--- config.mk ---
export PLATFORM = sky130hd
export DESIGN_NAME = sprite_draw_arbiter
export DESIGN_NICKNAME = d
export VERILOG_FILES = /design/src/rtl/sprite_draw_arbiter.sv
export SDC_FILE = /design/constraint.sdc
export NUM_CORES = 1
export LEC_CHECK = 0
export CAP_MARGIN = 15
export CORE_ASPECT_RATIO = 0.8
export CORE_MARGIN = 2
export CORE_UTILIZATION = 51
export DETAILED_ROUTE_END_ITERATION = 6
export PLACE_DENSITY = 0.93
export RECOVER_POWER = 25
export SLEW_MARGIN = 25
export SYNTH_ARGS = -nofsm -noshare
export SYNTH_HDL_FRONTEND = slang
export SYNTH_SLANG_ARGS = --single-unit
--- constraint.sdc ---
create_clock -name clk -period 6.1 [get_ports clk]
set_input_delay 0.915 -clock clk [delete_from_list [all_inputs] [get_ports clk]]
set_output_delay 0.915 -clock clk [all_outputs]
set_load 0.005 [all_outputs]
--- src/rtl/sprite_draw_arbiter.sv ---
// sprite_draw_arbiter
// Round-robin arbiter that shares one VGA plot port between several sprite
// requesters. The winner's base position and colour are latched, then a fixed
// SPR_W x SPR_H rectangle is walked row-major, one pixel per clock, with
// off-screen pixels suppressed (they still take their cycle).
//
// Ports:
//   clk         system clock
//   reset_n     synchronous active-low reset
//   req         per-requester draw request, held until the matching done
//   req_x       packed 8-bit base x per requester (slice i = [8i+7:8i])
//   req_y       packed 7-bit base y per requester (slice i = [7i+6:7i])
//   req_colour  packed 3-bit colour per requester (slice i = [3i+2:3i])
//   grant       one-hot, high from LATCH through the last DRAW cycle
//   done        one-cycle pulse on the served index after its rectangle
//   vga_x/vga_y/vga_colour/plot  pixel stream to the VGA adapter
//   busy        high whenever the block is not idle
module sprite_draw_arbiter #(
  parameter int NUM_REQ = 4,
  parameter int SPR_W   = 8,
  parameter int SPR_H   = 4,
  parameter int SCR_W   = 160,
  parameter int SCR_H   = 120
) (
  input  logic                   clk,
  input  logic                   reset_n,
  input  logic [NUM_REQ-1:0]     req,
  input  logic [8*NUM_REQ-1:0]   req_x,
  input  logic [7*NUM_REQ-1:0]   req_y,
  input  logic [3*NUM_REQ-1:0]   req_colour,
  output logic [NUM_REQ-1:0]     grant,
  output logic [NUM_REQ-1:0]     done,
  output logic [7:0]             vga_x,
  output logic [6:0]             vga_y,
  output logic [2:0]             vga_colour,
  output logic                   plot,
  output logic                   busy
);

  localparam int IW = (NUM_REQ > 1) ? $clog2(NUM_REQ) : 1;

  typedef enum logic [1:0] {S_IDLE, S_LATCH, S_DRAW, S_DONE} state_t;

  state_t          state_q;
  logic [IW-1:0]   last_q;
  logic [IW-1:0]   win_q;
  logic [7:0]      base_x_q;
  logic [6:0]      base_y_q;
  logic [2:0]      colour_q;
  logic [3:0]      cx_q;
  logic [3:0]      cy_q;

  // Unpacked views of the packed per-requester buses.
  logic [7:0] slice_x [NUM_REQ];
  logic [6:0] slice_y [NUM_REQ];
  logic [2:0] slice_c [NUM_REQ];

  for (genvar gi = 0; gi < NUM_REQ; gi++) begin : g_slice
    assign slice_x[gi] = req_x[8*gi +: 8];
    assign slice_y[gi] = req_y[7*gi +: 7];
    assign slice_c[gi] = req_colour[3*gi +: 3];
  end

  // Round-robin search starting just after the last served index. The loop
  // runs from the farthest candidate to the nearest so the nearest set bit
  // is the one left standing.
  logic          win_found;
  logic [IW-1:0] win_idx;
  logic [IW-1:0] cand;

  always_comb begin
    win_found = 1'b0;
    win_idx   = '0;
    cand      = '0;
    for (int k = NUM_REQ; k >= 1; k--) begin
      cand = IW'((int'(last_q) + k) % NUM_REQ);
      if (req[cand]) begin
        win_found = 1'b1;
        win_idx   = cand;
      end
    end
  end

  // Row-major step of the rectangle counters.
  logic [3:0] cx_d;
  logic [3:0] cy_d;
  logic       last_px;

  always_comb begin
    last_px = (cx_q == 4'(SPR_W - 1)) && (cy_q == 4'(SPR_H - 1));
    if (cx_q == 4'(SPR_W - 1)) begin
      cx_d = 4'd0;
      cy_d = cy_q + 4'd1;
    end else begin
      cx_d = cx_q + 4'd1;
      cy_d = cy_q;
    end
  end

  // Pixel about to be presented: (0,0) when leaving LATCH, the next scan
  // position while in DRAW. Sums are kept one bit wide so clipping sees the
  // untruncated coordinate.
  logic [3:0] emit_cx;
  logic [3:0] emit_cy;
  logic [8:0] sum_x;
  logic [7:0] sum_y;
  logic       in_screen;

  always_comb begin
    emit_cx   = (state_q == S_DRAW) ? cx_d : cx_q;
    emit_cy   = (state_q == S_DRAW) ? cy_d : cy_q;
    sum_x     = {1'b0, base_x_q} + {5'b0, emit_cx};
    sum_y     = {1'b0, base_y_q} + {4'b0, emit_cy};
    in_screen = (int'(sum_x) < SCR_W) && (int'(sum_y) < SCR_H);
  end

  always_ff @(posedge clk) begin
    if (!reset_n) begin
      state_q    <= S_IDLE;
      last_q     <= IW'(NUM_REQ - 1);
      win_q      <= '0;
      base_x_q   <= '0;
      base_y_q   <= '0;
      colour_q   <= '0;
      cx_q       <= '0;
      cy_q       <= '0;
      grant      <= '0;
      done       <= '0;
      vga_x      <= '0;
      vga_y      <= '0;
      vga_colour <= '0;
      plot       <= 1'b0;
      busy       <= 1'b0;
    end else begin
      case (state_q)
        S_IDLE: begin
          done <= '0;
          if (win_found) begin
            win_q    <= win_idx;
            base_x_q <= slice_x[win_idx];
            base_y_q <= slice_y[win_idx];
            colour_q <= slice_c[win_idx];
            cx_q     <= '0;
            cy_q     <= '0;
            grant    <= NUM_REQ'(1) << win_idx;
            busy     <= 1'b1;
            state_q  <= S_LATCH;
          end
        end
        S_LATCH: begin
          vga_x      <= sum_x[7:0];
          vga_y      <= sum_y[6:0];
          vga_colour <= colour_q;
          plot       <= in_screen;
          state_q    <= S_DRAW;
        end
        S_DRAW: begin
          if (last_px) begin
            plot    <= 1'b0;
            grant   <= '0;
            done    <= grant;
            state_q <= S_DONE;
          end else begin
            cx_q       <= cx_d;
            cy_q       <= cy_d;
            vga_x      <= sum_x[7:0];
            vga_y      <= sum_y[6:0];
            vga_colour <= colour_q;
            plot       <= in_screen;
          end
        end
        S_DONE: begin
          done    <= '0;
          busy    <= 1'b0;
          last_q  <= win_q;
          state_q <= S_IDLE;
        end
        default: state_q <= S_IDLE;
      endcase
    end
  end

endmodule

==> results of run 1 <==
==> area by class of cell <==
type	count	area share, %
Tap cell	84	2.25
Clock inverter	1	0.107
Timing Repair Buffer	107	22.8
Multi-Input combinational cell	301	44.7
Sequential cell	60	25.7
Inverter	8	0.643
Clock buffer	15	3.78
==> per-stage QoR <==
stage / total power, W / hold slack [ns] / utilization [%]
after floorplan: 0.000975 / 0.432 / -
after global placement: 0.00120 / 0.447 / 70.1
after detailed placement: 0.00123 / 0.453 / 70.1
after CTS: 0.00156 / 0.461 / 72.9
after global routing: 0.00165 / 0.471 / 72.9
final: 0.00155 / 0.453 / 72.9
==> state kept, by name, summed over array words and instances, names as in the netlist <==
register and cells:
base_x_q 8, base_y_q 7, busy 1, colour_q 3
cx_q 4, cy_q 4, done 4, grant 4
last_q 2, plot 1, state_q 2, vga_colour 3
vga_x 8, vga_y 7, win_q 2
==> tightest hold or removal path: stages, from the launching register on <==
cell and delay (ns):
dfxtp_1 0.31, nand2_1 0.05, a21oi_1 0.05
==> power groups by stage <==
| stage | Combinational [W] | Clock (W) | Sequential, W |
|---|---|---|---|
| final | 0.000641 | 0.000328 | 0.000584 |
| after detailed placement | 0.000641 | 0 | 0.000590 |
| after floorplan | 0.000410 | 0 | 0.000565 |
| after global routing | 0.000702 | 0.000351 | 0.000594 |
| after global placement | 0.000614 | 0 | 0.000583 |
| after CTS | 0.000649 | 0.000328 | 0.000583 |
==> path summary, 6_finish.rpt <==
kind	startpoint	to	cells after the start	slack, ns
max	cx_q[0]	plot	11	2.68
min	vga_x[0]	vga_x[0]	2	0.45
max reg2reg	cx_q[0]	plot	11	2.68
min reg2reg	vga_x[0]	vga_x[0]	2	0.45
==> metal layers <==
metal / vias up / track usage (%) / part of all wire [%]
met5: - / 0 / 0
met4: 0 / 10.1 / 3.2
met3: 38 / 8.45 / 8.6
met2: 210 / 46.5 / 49
met1: 1597 / 35.1 / 40
li1: 1619 / - / -
==> cells by family (layout without fill, tap and decap cells) <==
family / Yosys count / count (layout) / share of synthesized area, %
xor gates and xnor gates: 12 / 12 / 3.09
AOI/OAI and AO/OA: 98 / 98 / 20.6
DFF: 60 / 60 / 35.4
and+or+nand+nor: 132 / 132 / 18.5
adders and majority gates: 16 / 16 / 6.34
muxes: 43 / 43 / 12.7
buffers and inverters: 27 / 131 / 3.46
==> layout by cell type (no fill, tap or decap), drive strengths merged, types with 4 or more instances in the layout <==
cell,Yosys,routed
dfxtp,60,60
a22oi,5,5
ha,14,14
nand2,57,57
nand3,8,8
dlygate4sd3,0,21
nand2b,4,4
clkbuf,8,15
xnor2,10,10
o21ai,12,12
a22o,4,4
a21oi,26,26
a211oi,8,8
nor2b,4,4
or3,7,7
nor3,6,6
clkdlybuf4s50,0,84
mux2i,41,41
inv,7,7
o221ai,19,19
a21o,6,6
o21a,4,4
nor2,31,31
==> reports/summary.txt, run 1 <==
Crit. End Element = flop
vias in the first global route = 3404
detailed placement HPWL = 7430 µm
total CTS buffers = 9
Sw Pwr = 0.000589 W
Peak Freq = 292 MHz
CP top delay family = compound AO/OA/AOI/OAI gates
clk slew on worst S/H paths = 0.06 ns
largest net degree at the start of global routing = 42
Total GRT Usage = 28.4%
clock share of power = 21.1%
CTS tree = done
drt first pass iters = 5
Post-Syn Area = 3400 µm²
CTS resizes = 0
Hold Vio Cnt, Final = 0
Worst Skew = 0.00689 ns
Worst Hold Class = flop to flop
Yosys reg bits = 60
GRT Residual Overflow = 0
number of remaining DRC errors = 0
Area Growth Syn to Fin = 37.6%
die area = 7330 µm²
antenna cells = 0
min Tclk post-route = 3.42 ns
Max H-tree Level = 3
period utilization = 56.1%
post-synthesis sequential area ratio = 35.4%
top-count cell post-synth = dfxtp_1
Sw Share = 37.9%
share of cells above drive strength 1 = 5.08%
Setup TNS Final = 0 ns
Comb pwr share = 41.3%
die height = 77.0 µm
Rows = 26
CTS sink cnt = 60
vias per inst = 6.01
top-level I/O count = 106
Initial Utilization = 53.0%
Internal = 0.000965 W
Root Buffer = clkbuf_8
Mapped Nets = 482
final setup fails = 0
ys flop type = dfxtp_1
Slew headroom = 57.0%
CP max-delay cell = a211oi_1
Routed WL = 9960 µm
max-slew violations = 0
ys async rst share = 0%
status = completed
Worst-Skew Late Latency = 0.34 ns
VDD IR max = 165 µV
placed cell count = 560
startpoint types = flop
CP max FO = 7
Max Root-Sink Buffers = 2
CTS Hold Buffers Added = 0
count of non-filler cells in the finished layout = 576
Synth top area share = 35.4%
Netlist cell types = 55
Setup WS pre-CTS = 2.80 ns
Initial DRC Count = 262
max-cap viol count = 0
area of the multi-input gates = 2090 µm²
first-pass GRT wire length = 16100 µm
post-CTS setup buffers = 0
EDFF count, synth = 0
core region area = 6410 µm²
nets = 581
Sequential Power Share = 37.6%
critical path class = flop to flop
arrival time of the worst setup path = 3.65 ns
CP Buf/Inv Count = 0
RSZ-0062 raised after global routing = false
fill count = 437
Leak = 1.84 nW
Synth area leader = dfxtp_1
Synth area leaders = dfxtp_1 (35%), mux2i_1 (12%), nand2_1 (6.3%), ha_1 (5.2%), o221ai_1 (4.6%)
worst slew pin tran = 0.638 ns
chip width = 95.2 µm
post-route ant nets = 0
worst path cell trace = ha_1 -> nand2_1 -> nor2_1 -> nand2_1 -> o21ai_0 -> ha_1 -> a21o_1 -> a211oi_1 -> o21a_1 -> o2111ai_1 -> a32o_1
Yosys Warn Count = 0
Design Area, Final = 4670 µm²
routability cong. = 0.965
commonest cells in the netlist = dfxtp_1 (60), nand2_1 (57), mux2i_1 (41), nor2_1 (30), a21oi_1 (26)
Post-Syn Instances = 388
via count = 3464
pwr/cell area = 332 nW/µm²
setup ws final = 2.68 ns
Synth Area per Inst = 8.76 µm²
storage element area = 1200 µm²
Port Buffers = 105
initial antenna violation count = 0
drt wl/cell = 17.3 µm
placed cell areas = 4490 µm²
crit-path max cell delay = 0.43 ns
Critical Path RT = 6.33 ns
(Power assumes the default switching activity.)
==> inputs of run 2 (changes only) <==
--- a/config.mk
+++ b/config.mk
@@ -8,9 +8,9 @@
 export CAP_MARGIN = 15
 export CORE_ASPECT_RATIO = 0.8
 export CORE_MARGIN = 2
-export CORE_UTILIZATION = 51
+export CORE_UTILIZATION = 42
 export DETAILED_ROUTE_END_ITERATION = 6
-export PLACE_DENSITY = 0.93
+export PLACE_DENSITY = 0.82
 export RECOVER_POWER = 25
 export SLEW_MARGIN = 25
 export SYNTH_ARGS = -nofsm -noshare
==> constraint.sdc (replaced) <==
create_clock -name clk -period 2.85 [get_ports clk]
set_input_delay 0.4275 -clock clk [delete_from_list [all_inputs] [get_ports clk]]
set_output_delay 0.4275 -clock clk [all_outputs]
set_load 0.005 [all_outputs]
==> reports/summary.txt, run 2 (synthesis gave the netlist of run 1 again) <==
largest net degree at the start of global routing = 42 (unchanged)
Design Area, Final = 4800 µm² (was 4670 µm²)
CTS tree = done (unchanged)
share of cells above drive strength 1 = 8.58% (was 5.08%)
Worst Skew = 0.00862 ns (was 0.00689 ns)
CTS Hold Buffers Added = 0 (unchanged)
Critical Path RT = 3.15 ns (was 6.33 ns)
total CTS buffers = 9 (unchanged)
Hold Vio Cnt, Final = 0 (unchanged)
arrival time of the worst setup path = 2.99 ns (was 3.65 ns)
commonest non-fill, non-tap cells in the layout = clkdlybuf4s50_1 (86), dfxtp_1 (59), nand2_1 (56) (was clkdlybuf4s50_1 (84), dfxtp_1 (60), nand2_1 (57))
GRT Residual Overflow = 0 (unchanged)
Hold Path Sink = vga_x[5] (was vga_x[0])
antenna cells = 0 (unchanged)
Slew headroom = 61.7% (was 57.0%)
critical path class = flop to flop (unchanged)
drt first pass iters = 4 (was 5)
Crit. End Element = flop (unchanged)
period utilization = 94.5% (was 56.1%)
worst reg2reg path startpoint = state_q[0] (was cx_q[0])
number of remaining DRC errors = 0 (unchanged)
WHS Path Cells = 2 (unchanged)
min-delay src = vga_x[5] (was vga_x[0])
clk slew on worst S/H paths = 0.07 ns (was 0.06 ns)
min Tclk post-route = 2.69 ns (was 3.42 ns)
post-route ant nets = 0 (unchanged)
Root Buffer = clkbuf_8 (unchanged)
detailed placement HPWL = 7130 µm (was 7430 µm)
Max H-tree Level = 3 (unchanged)
fill count = 672 (was 437)
vias in the first global route = 3193 (was 3404)
post-layout util = 61.0% (was 72.9%)
CP max FO = 6 (was 7)
commonest non-fill, non-tap cell in the layout = clkdlybuf4s50_1 (unchanged)
die height = 84.4 µm (was 77.0 µm)
routability cong. = 0.875 (was 0.965)
CTS sink cnt = 60 (unchanged)
Initial Utilization = 43.1% (was 53.0%)
drt wl/cell = 15.3 µm (was 17.3 µm)
pwr/cell area = 690 nW/µm² (was 332 nW/µm²)
Largest regs = base_x_q (8), vga_x (8) (unchanged)
Port Buffers = 105 (unchanged)
chip width = 105 µm (was 95.2 µm)
Area Growth Syn to Fin = 41.4% (was 37.6%)
placed cell areas = 4610 µm² (was 4490 µm²)
VDD IR max = 247 µV (was 165 µV)
post-CTS setup buffers = 0 (unchanged)
Total GRT Usage = 21.1% (was 28.4%)
count of non-filler cells in the finished layout = 609 (was 576)
nets = 591 (was 581)
RSZ-0062 raised after global routing = false (unchanged)
Max Root-Sink Buffers = 2 (unchanged)
Initial DRC Count = 204 (was 262)
startpoint types = flop (unchanged)
initial antenna violation count = 0 (unchanged)
Rows = 29 (was 26)
Worst Reg-to-Reg Cells = 10 (was 11)
worst slew pin tran = 0.574 ns (was 0.638 ns)
max-slew violations = 0 (unchanged)
flop-to-flop setup slack = 0.16 ns (was 2.68 ns)
final setup fails = 0 (unchanged)
reg2reg end = plot (unchanged)
via count = 3294 (was 3464)
Leak = 1.89 nW (was 1.84 nW)
Worst-Skew Late Latency = 0.35 ns (was 0.34 ns)
Routed WL = 9300 µm (was 9960 µm)
Peak Freq = 371 MHz (was 292 MHz)
core region area = 7870 µm² (was 6410 µm²)
Worst Hold Class = flop to flop (unchanged)
CTS resizes = 0 (unchanged)
top-level I/O count = 106 (unchanged)
area of the multi-input gates = 2120 µm² (was 2090 µm²)
max-cap viol count = 0 (unchanged)
Setup TNS Final = 0 ns (unchanged)
status = completed (unchanged)
die area = 8830 µm² (was 7330 µm²)
Hold WS = 0.448 ns (was 0.453 ns)
first-pass GRT wire length = 15000 µm (was 16100 µm)
vias per inst = 5.41 (was 6.01)
placed cell count = 594 (was 560)
storage element area = 1200 µm² (about the same)
## run 2: layer usage
layer / global-route usage (%) / share of wire, %
met3: 5.67 / 6.7
met4: 5.90 / 1.2
met5: 0 / 0
met2: 35.2 / 47
met1: 27.1 / 45
## run 2: final cells by class
class,count,share of cell area [%]
Tap cell,108,2.81
Clock inverter,5,0.625
Timing Repair Buffer,117,24.0
Sequential cell,60,25.0
Inverter,8,0.625
Multi-Input combinational cell,301,44.2
Clock buffer,10,2.66
## run 2: worst max path at each step
stage               start    to  cells after the start
2_1_floorplan  state_q[0]  plot                     11
3_3_place_gp      cx_q[0]  plot                     12
3_5_place_dp      cx_q[0]  plot                     13
4_1_cts           cx_q[0]  plot                     13
5_1_grt           cx_q[1]  plot                     12
6_report       state_q[0]  plot                     10
## run 2: worst max-delay path, stage by stage, from the launching register on
cell and delay [ns]:
dfxtp_1 0.33, inv_1 0.11, ha_2 0.26, nand4_1 0.18, a21o_1 0.24, ha_1 0.38, a21oi_2 0.11, o22ai_1 0.26
mux2_2 0.38, a211oi_1 0.24, a32o_1 0.15
## run 2: power breakdown
| part | leakage, nW | switching, W | internal [W] |
|---|---|---|---|
| Sequential | 0.491 | 0.000192 | 0.00106 |
| Clock | 0.0779 | 0.000332 | 0.000305 |
| Combinational | 1.32 | 0.000747 | 0.000678 |
## run 2: stage by stage
stage	setup WS (ns)	power (W)
2_1_floorplan	0.108	0.00209
3_3_place_gp	0.204	0.00264
3_5_place_dp	0.153	0.00269
4_1_cts	0.136	0.00332
5_1_grt	0.00453	0.00352
6_report	0.156	0.00331
